File: config.mk
export PLATFORM = sky130hd
export DESIGN_NAME = ecpri_rx_rma
export DESIGN_NICKNAME = d
export VERILOG_FILES = /design/src/rtl/ecpri_pkg.sv /design/src/rtl/ecpri_sat_counter.sv /design/src/rtl/ecpri_rx_rma.sv
export SDC_FILE = /design/constraint.sdc
export NUM_CORES = 1
export LEC_CHECK = 0
export BUFFER_PORTS_ARGS = -buffer_cell sky130_fd_sc_hd__buf_4
export CAP_MARGIN = 5
export CORE_MARGIN = 5
export CORE_UTILIZATION = 25
export DETAILED_ROUTE_END_ITERATION = 7
export PLACE_DENSITY_LB_ADDON = 0.2
export SLEW_MARGIN = 0
export SYNTH_ARGS = -nofsm -noshare
export SYNTH_HDL_FRONTEND = slang
export SYNTH_HIERARCHICAL = 1
export SYNTH_SLANG_ARGS = --single-unit
File: constraint.sdc
create_clock -name clk -period 5.75 [get_ports clk]
set_clock_uncertainty 0.2 [all_clocks]
set_input_delay 1.725 -clock clk [delete_from_list [all_inputs] [get_ports clk]]
set_output_delay 1.725 -clock clk [all_outputs]
set_load 0.01 [all_outputs]
File: src/rtl/ecpri_pkg.sv
// Shared constants, opcode enums and FSM state type for the eCPRI receive path.
package ecpri_pkg;

  localparam logic [7:0] MSG_RMA       = 8'd4;
  localparam int         OFF_RMA_ID    = 4;
  localparam int         OFF_ADDR      = 8;
  localparam int         OFF_LEN       = 14;
  localparam int         RMA_HDR_BYTES = 12;

  typedef enum logic [3:0] {
    OP_READ     = 4'd0,
    OP_WRITE    = 4'd1,
    OP_WRITE_NR = 4'd2
  } rma_op_e;

  typedef enum logic [3:0] {
    RR_REQ  = 4'd0,
    RR_RESP = 4'd1
  } rma_rr_e;

  typedef enum logic [2:0] {
    ST_HDR,
    ST_RMA_HDR,
    ST_WDATA,
    ST_DROP,
    ST_RESP
  } state_e;

endpackage

File: src/rtl/ecpri_sat_counter.sv
// Event counter that sticks at all-ones instead of wrapping.
module ecpri_sat_counter #(
  parameter int WIDTH = 16
) (
  input  logic             clk,
  input  logic             reset,
  input  logic             inc,
  output logic [WIDTH-1:0] count
);

  always_ff @(posedge clk or negedge reset) begin
    if (!reset) begin
      count <= '0;
    end else if (inc && (count != '1)) begin
      count <= count + WIDTH'(1);
    end
  end

endmodule

File: src/rtl/ecpri_rx_rma.sv
// eCPRI receive parser: validates the common header, executes RMA write payload
// into a local memory port and hands RMA responses to the transmit side.
//
// state      | meaning
// ST_HDR     | common header bytes b0..b3, decision at b3
// ST_RMA_HDR | RMA header bytes b4..b15, decision at b15
// ST_WDATA   | write payload, one memory strobe per byte
// ST_DROP    | discard remainder of a bad or ignored packet
// ST_RESP    | response request held until accepted
module ecpri_rx_rma
  import ecpri_pkg::*;
#(
  parameter int ADDR_WIDTH = 16,
  parameter int LEN_WIDTH  = 12,
  parameter int ECPRI_REV  = 1,
  parameter int CNT_WIDTH  = 16
) (
  input  logic                  clk,
  input  logic                  reset,
  input  logic                  in_valid,
  input  logic [7:0]            in_data,
  input  logic                  in_last,
  output logic                  in_ready,
  output logic [ADDR_WIDTH-1:0] mem_addr,
  output logic [7:0]            mem_wdata,
  output logic                  mem_we,
  output logic                  resp_valid,
  input  logic                  resp_ready,
  output logic                  resp_is_read,
  output logic [7:0]            resp_rma_id,
  output logic [15:0]           resp_element_id,
  output logic [ADDR_WIDTH-1:0] resp_addr,
  output logic [LEN_WIDTH-1:0]  resp_len,
  output logic [CNT_WIDTH-1:0]  cnt_ok,
  output logic [CNT_WIDTH-1:0]  cnt_err,
  output logic [CNT_WIDTH-1:0]  cnt_ign
);

  localparam logic [3:0] IDX_HDR_DEC = 4'(OFF_RMA_ID - 1);
  localparam logic [3:0] IDX_RMA_DEC = 4'(OFF_LEN + 1);
  localparam int         SUM_W       = ADDR_WIDTH + 17;

  state_e               state, state_next;
  logic                 acc;
  logic [3:0]           idx;
  logic [3:0]           rev_q;
  logic                 c_q;
  logic [7:0]           type_q;
  logic [15:0]          p_q;
  logic [7:0]           rma_id_q;
  logic [7:0]           op_q;
  logic [15:0]          elem_q;
  logic [47:0]          addr_q;
  logic [15:0]          len_q;
  logic [LEN_WIDTH-1:0] k_q;
  logic                 drop_err_q;

  logic                 inc_ok, inc_err, inc_ign;
  logic                 resp_load, wr_en, drop_set, drop_as_err;
  logic [15:0]          len_cur;
  logic [3:0]           op_f, rr_f;
  logic                 hdr_err, rma_err, last_k;
  logic [SUM_W-1:0]     end_addr, addr_lim;
  logic [16:0]          p_exp;

  assign acc        = in_valid && in_ready;
  assign in_ready   = (state != ST_RESP);
  assign resp_valid = (state == ST_RESP);

  assign op_f     = op_q[7:4];
  assign rr_f     = op_q[3:0];
  assign len_cur  = {len_q[15:8], in_data};
  assign hdr_err  = (rev_q != 4'(ECPRI_REV)) || c_q;
  assign end_addr = SUM_W'(addr_q[ADDR_WIDTH-1:0]) + SUM_W'(len_cur);
  assign addr_lim = SUM_W'(1) << ADDR_WIDTH;
  assign p_exp    = 17'(RMA_HDR_BYTES) + ((op_f == OP_READ) ? 17'd0 : 17'(len_cur));
  assign last_k   = (k_q == (len_q[LEN_WIDTH-1:0] - LEN_WIDTH'(1)));

  // Only meaningful on b15, where in_data carries the low length byte.
  assign rma_err = (rr_f != RR_REQ)
                || (op_f > OP_WRITE_NR)
                || ((addr_q >> ADDR_WIDTH) != 48'd0)
                || (len_cur == 16'd0)
                || (17'(len_cur) >= (17'd1 << LEN_WIDTH))
                || (end_addr > addr_lim)
                || (17'(p_q) != p_exp);

  always_ff @(posedge clk or negedge reset) begin
    if (!reset) state <= ST_HDR;
    else        state <= state_next;
  end

  always_comb begin
    state_next  = state;
    inc_ok      = 1'b0;
    inc_err     = 1'b0;
    inc_ign     = 1'b0;
    resp_load   = 1'b0;
    wr_en       = 1'b0;
    drop_set    = 1'b0;
    drop_as_err = 1'b1;
    case (state)
      ST_HDR: begin
        if (acc) begin
          if (idx == IDX_HDR_DEC) begin
            if (hdr_err) begin
              drop_set = 1'b1;
            end else if (type_q != MSG_RMA) begin
              drop_set    = 1'b1;
              drop_as_err = 1'b0;
            end else if (in_last) begin
              inc_err = 1'b1;
            end else begin
              state_next = ST_RMA_HDR;
            end
          end else if (in_last) begin
            inc_err = 1'b1;
          end
        end
      end
      ST_RMA_HDR: begin
        if (acc) begin
          if (idx == IDX_RMA_DEC) begin
            if (rma_err) begin
              drop_set = 1'b1;
            end else if (op_f == OP_READ) begin
              if (in_last) begin
                state_next = ST_RESP;
                resp_load  = 1'b1;
              end else begin
                drop_set = 1'b1;
              end
            end else if (in_last) begin
              inc_err    = 1'b1;
              state_next = ST_HDR;
            end else begin
              state_next = ST_WDATA;
            end
          end else if (in_last) begin
            inc_err    = 1'b1;
            state_next = ST_HDR;
          end
        end
      end
      ST_WDATA: begin
        if (acc) begin
          wr_en = 1'b1;
          if (in_last) begin
            if (!last_k) begin
              inc_err    = 1'b1;
              state_next = ST_HDR;
            end else if (op_f == OP_WRITE) begin
              state_next = ST_RESP;
              resp_load  = 1'b1;
            end else begin
              inc_ok     = 1'b1;
              state_next = ST_HDR;
            end
          end else if (last_k) begin
            drop_set = 1'b1;
          end
        end
      end
      ST_DROP: begin
        if (acc && in_last) begin
          inc_err    = drop_err_q;
          inc_ign    = !drop_err_q;
          state_next = ST_HDR;
        end
      end
      ST_RESP: begin
        if (resp_ready) begin
          inc_ok     = 1'b1;
          state_next = ST_HDR;
        end
      end
      default: state_next = ST_HDR;
    endcase

    // A failing byte that is also the last one is counted immediately.
    if (drop_set) begin
      if (in_last) begin
        inc_err    = drop_as_err;
        inc_ign    = !drop_as_err;
        state_next = ST_HDR;
      end else begin
        state_next = ST_DROP;
      end
    end
  end

  always_ff @(posedge clk or negedge reset) begin
    if (!reset) begin
      idx      <= '0;
      rev_q    <= '0;
      c_q      <= 1'b0;
      type_q   <= '0;
      p_q      <= '0;
      rma_id_q <= '0;
      op_q     <= '0;
      elem_q   <= '0;
      addr_q   <= '0;
      len_q    <= '0;
    end else if (acc && ((state == ST_HDR) || (state == ST_RMA_HDR))) begin
      idx <= (((state_next == ST_HDR) && !in_last) || (state_next == ST_RMA_HDR))
             ? idx + 4'd1 : 4'd0;
      case (idx)
        4'd0: begin
          rev_q <= in_data[7:4];
          c_q   <= in_data[0];
        end
        4'd1:             type_q        <= in_data;
        4'd2:             p_q[15:8]     <= in_data;
        4'd3:             p_q[7:0]      <= in_data;
        4'(OFF_RMA_ID):   rma_id_q      <= in_data;
        4'(OFF_RMA_ID+1): op_q          <= in_data;
        4'd6:             elem_q[15:8]  <= in_data;
        4'd7:             elem_q[7:0]   <= in_data;
        4'(OFF_LEN):      len_q[15:8]   <= in_data;
        4'(OFF_LEN+1):    len_q[7:0]    <= in_data;
        default:          addr_q        <= {addr_q[39:0], in_data};
      endcase
    end
  end

  always_ff @(posedge clk or negedge reset) begin
    if (!reset) begin
      k_q        <= '0;
      drop_err_q <= 1'b0;
      mem_we     <= 1'b0;
      mem_addr   <= '0;
      mem_wdata  <= '0;
    end else begin
      mem_we <= wr_en;
      if (wr_en) begin
        mem_addr  <= addr_q[ADDR_WIDTH-1:0] + ADDR_WIDTH'(k_q);
        mem_wdata <= in_data;
      end
      if (state != ST_WDATA) k_q <= '0;
      else if (acc)          k_q <= k_q + LEN_WIDTH'(1);
      if (drop_set) drop_err_q <= drop_as_err;
    end
  end

  always_ff @(posedge clk or negedge reset) begin
    if (!reset) begin
      resp_is_read    <= 1'b0;
      resp_rma_id     <= '0;
      resp_element_id <= '0;
      resp_addr       <= '0;
      resp_len        <= '0;
    end else if (resp_load) begin
      resp_is_read    <= (state == ST_RMA_HDR);
      resp_rma_id     <= rma_id_q;
      resp_element_id <= elem_q;
      resp_addr       <= addr_q[ADDR_WIDTH-1:0];
      resp_len        <= (state == ST_RMA_HDR) ? len_cur[LEN_WIDTH-1:0]
                                               : len_q[LEN_WIDTH-1:0];
    end
  end

  ecpri_sat_counter #(.WIDTH(CNT_WIDTH)) u_cnt_ok (
    .clk(clk), .reset(reset), .inc(inc_ok), .count(cnt_ok)
  );

  ecpri_sat_counter #(.WIDTH(CNT_WIDTH)) u_cnt_err (
    .clk(clk), .reset(reset), .inc(inc_err), .count(cnt_err)
  );

  ecpri_sat_counter #(.WIDTH(CNT_WIDTH)) u_cnt_ign (
    .clk(clk), .reset(reset), .inc(inc_ign), .count(cnt_ign)
  );

endmodule

==> results.json <==
{
  "worst_slew_pin_slew_ns": 0.950,
  "globalplace.congestion": 0.839,
  "power.ir.vdd_worst_uv": 206,
  "routed-via-count": 10432,
  "worst_setup_path_end_kind": "register",
  "post-route-period-util_pct": 93.4,
  "dp_hpwl_um": 28600,
  "mostFrequentLayoutCell": "sky130_fd_sc_hd__dfrtp_1",
  "synth_seq_cells": 271,
  "largest_net_degree_at_the_start_of_global_routing": 93,
  "fmax_mhz": 186,
  "synth-warning-count": 6,
  "synthesis.instances": 1284,
  "cts_max_path_buffers": 3,
  "critical_path_arrival_ns": 5.59,
  "yosysSeqAreaShare_pct": 47.3,
  "synth_cell_types": 85,
  "grt_pass1_wl_um": 65000,
  "setup_total_negative_slack_ns": 0,
  "antenna_found_initial": 1,
  "grt_setup_unrepaired": "false",
  "clkSlewWorstSetupHoldPaths_ns": 0.05,
  "drt_first_pass_iters": 4,
  "power_per_cell_area_nw_per_um2": 405,
  "setup-violations-final": 0,
  "grt_util_met3_pct": 2.62,
  "crit_path_start_kind": "input port",
  "first_iter_violations": 613,
  "drc_errors": 0,
  "timing.setup.critical_path_class": "input port to register",
  "worstPathMaxFanout": 4,
  "commonest_cells_after_routing_fill_and_taps_aside": "sky130_fd_sc_hd__dfrtp_1 (271), sky130_fd_sc_hd__buf_4 (181), sky130_fd_sc_hd__nand2_1 (129), sky130_fd_sc_hd__mux2_2 (128), sky130_fd_sc_hd__nor2_1 (74)",
  "antenna_violating_nets_post_route": 0,
  "worst_skew_pair.late_latency_ns": 0.55,
  "cts_inserted_buffers": 35,
  "routed_wl_um": 41100,
  "via_count_of_the_first_global_routing_pass": 10759,
  "layout.nets": 1504,
  "leakage_uw": 0.00812,
  "met2_usage_pct": 20.6,
  "core.rowCount": 87,
  "port_buffers": 140,
  "grt-ovfl-total": 0,
  "post_route_cells_drive_above_1_share_pct": 30.6,
  "core_area_sq_um": 56600,
  "dp.cells": 2170,
  "h-tree-depth": 2,
  "tritoncts_clock_tree": "yes",
  "maxSlewHeadroom_pct": 36.2,
  "chipHeight_um": 249,
  "start_util_pct": 25.3,
  "tightest_hold_check_type": "register to register",
  "postSynthAreaPerCell_sq_um": 11.2,
  "hold_viol_final": 0,
  "dieArea_sq_um": 62200,
  "antenna_cells_inserted": 0,
  "synth-edff-count": 0,
  "grtUsageTotal_pct": 13.0,
  "synth.cell_area_sq_um": 14300,
  "timing.final.max_slew_violations": 0,
  "hold_ws_ns": 0.277,
  "tritoncts_num_sinks": 271,
  "gr-usage-met1_pct": 18.2,
  "ys_dominant_reg_cell": "sky130_fd_sc_hd__dfrtp_1",
  "synthToLayoutAreaGrowth_pct": 22.4,
  "viasPerCell": 4.68,
  "die_w_um": 249,
  "max_cap_violations": 0,
  "pin_count": 141,
  "synth_async_sr_flop_share_pct": 100,
  "period_minus_slack_ns": 5.37,
  "synthesized_nets": 1337,
  "final_area_sq_um": 17500,
  "data_required_time_at_the_worst_endpoint_ns": 5.97,
  "clock_tree.root_cell": "sky130_fd_sc_hd__clkbuf_16",
  "grt_peak_use_layer": "met2",
  "routed_wire_length_per_instance_um": 18.4,
  "layout.cells.non_filler": 2230,
  "cell_area_after_placement_sq_um": 16400,
  "status": "complete, no violations"
}
Yosys cell counts (all sizes together) (4+ instances only):
cell	count	area, sq um
a221oi	4	35.0
and4	7	63.8
nor3b	8	60.1
mux2	181	2230
o21ai	52	260
xnor2	52	455
o2111ai	5	43.8
dfrtp	271	6780
or2	5	31.3
o31ai	9	67.6
inv	29	109
nand2b	11	68.8
or4	5	41.3
o211ai	7	52.6
nand3	39	195
nand3b	6	45.0
nor2b	7	43.8
nor3	34	181
buf	14	155
a211oi	8	77.6
or3	6	38.8
a21o	7	53.8
nand2	130	495
xor2	49	429
and3	18	114
a31oi	10	62.6
nor2	75	284
o22ai	4	25.0
nor4	28	209
o21a	5	37.5
ha	38	475
nand4	31	219
nand4b	6	52.6
a21oi	28	140
clkbuf	43	164
registers in the layout, indices dropped and copies added, names as in the netlist, 3 cells and up:
register	flops
mem_wdata	8
u_cnt_ok/count	16
rma_id_q	8
mem_addr	16
type_q	8
addr_q	48
k_q	12
op_q	8
resp_rma_id	8
rev_q	4
u_cnt_err/count	16
state	3
p_q	16
len_q	16
elem_q	16
resp_element_id	16
resp_addr	16
idx	4
resp_len	12
u_cnt_ign/count	16
stage by stage:
| stage | total power, uW | worst slack, ns | util [%] |
|---|---|---|---|
| 5_1_grt | 7590 | 0.000825 | 31.0 |
| 4_1_cts | 7230 | 0.292 | 31.0 |
| 3_3_place_gp | 5020 | -0.258 | 29.0 |
| 2_1_floorplan | 4170 | 0.260 | - |
| 3_5_place_dp | 5040 | -0.285 | 29.0 |
| 6_report | 7100 | 0.378 | 31.0 |
routing by layer:
metal / routed length (um) / up-vias
met3: 1580 / 49
met1: 19800 / 5219
met4: 839 / 0
li1: - / 4976
met5: 0 / -
met2: 18800 / 188
final cells by class:
| type | instances | area (sq um) |
|---|---|---|
| Fill cell | 5883 | 39100 |
| Multi-Input combinational cell | 927 | 7130 |
| Sequential cell | 271 | 6780 |
| Timing Repair Buffer | 187 | 1470 |
| Clock buffer | 48 | 995 |
| Tap cell | 756 | 946 |
| Inverter | 29 | 109 |
| Clock inverter | 12 | 106 |
cells by family after synthesis:
kind of cell / synth area share [%]
mux: 15.7
xor+xnor: 6.17
buf+inv: 2.99
compound gates: 8.45
flops: 47.3
fa+ha+maj: 3.60
simple gates: 15.8
final timing paths:
check	from	to	slack [ns]	cells after the start
min	mem_addr[12]	mem_addr[12]	0.28	2
min in group asynchronous	reset	u_cnt_ok/count[10]	0.97	1
min reg2reg	mem_addr[12]	mem_addr[12]	0.28	2
max reg2reg	len_q[10]	u_cnt_err/count[12]	1.02	14
max	in_data[0]	u_cnt_err/count[12]	0.38	16
max in group asynchronous	reset	len_q[15]	3.38	2
critical path, stage by stage:
cell and delay, ns:
sky130_fd_sc_hd__buf_4 0.15, sky130_fd_sc_hd__ha_1 0.23, sky130_fd_sc_hd__fa_1 0.40, sky130_fd_sc_hd__a21o_2 0.24, sky130_fd_sc_hd__a221oi_1 0.28, sky130_fd_sc_hd__a21oi_1 0.20, sky130_fd_sc_hd__mux2i_1 0.20, sky130_fd_sc_hd__o2111ai_1 0.14
sky130_fd_sc_hd__nor4_1 0.39, sky130_fd_sc_hd__a21oi_2 0.19, sky130_fd_sc_hd__nor3_4 0.22, sky130_fd_sc_hd__a31oi_1 0.12, sky130_fd_sc_hd__o22ai_1 0.32, sky130_fd_sc_hd__inv_1 0.13, sky130_fd_sc_hd__nor4_1 0.30, sky130_fd_sc_hd__mux2_2 0.36
report_power, final:
part	leakage [uW]	switching, uW	internal, uW
registers	0.00361	450	2340
clock network	0.000544	855	1260
logic	0.00397	1120	1070
repair_timing:
action / in CTS / in global routing
hold endpoints to repair: 0 / 0
setup endpoints to repair: 0 / 1
gates resized for setup: 0 / 1
hold buffers: 0 / 0
buffers inserted: 0 / 0
Power figures use the tool's default switching activity.
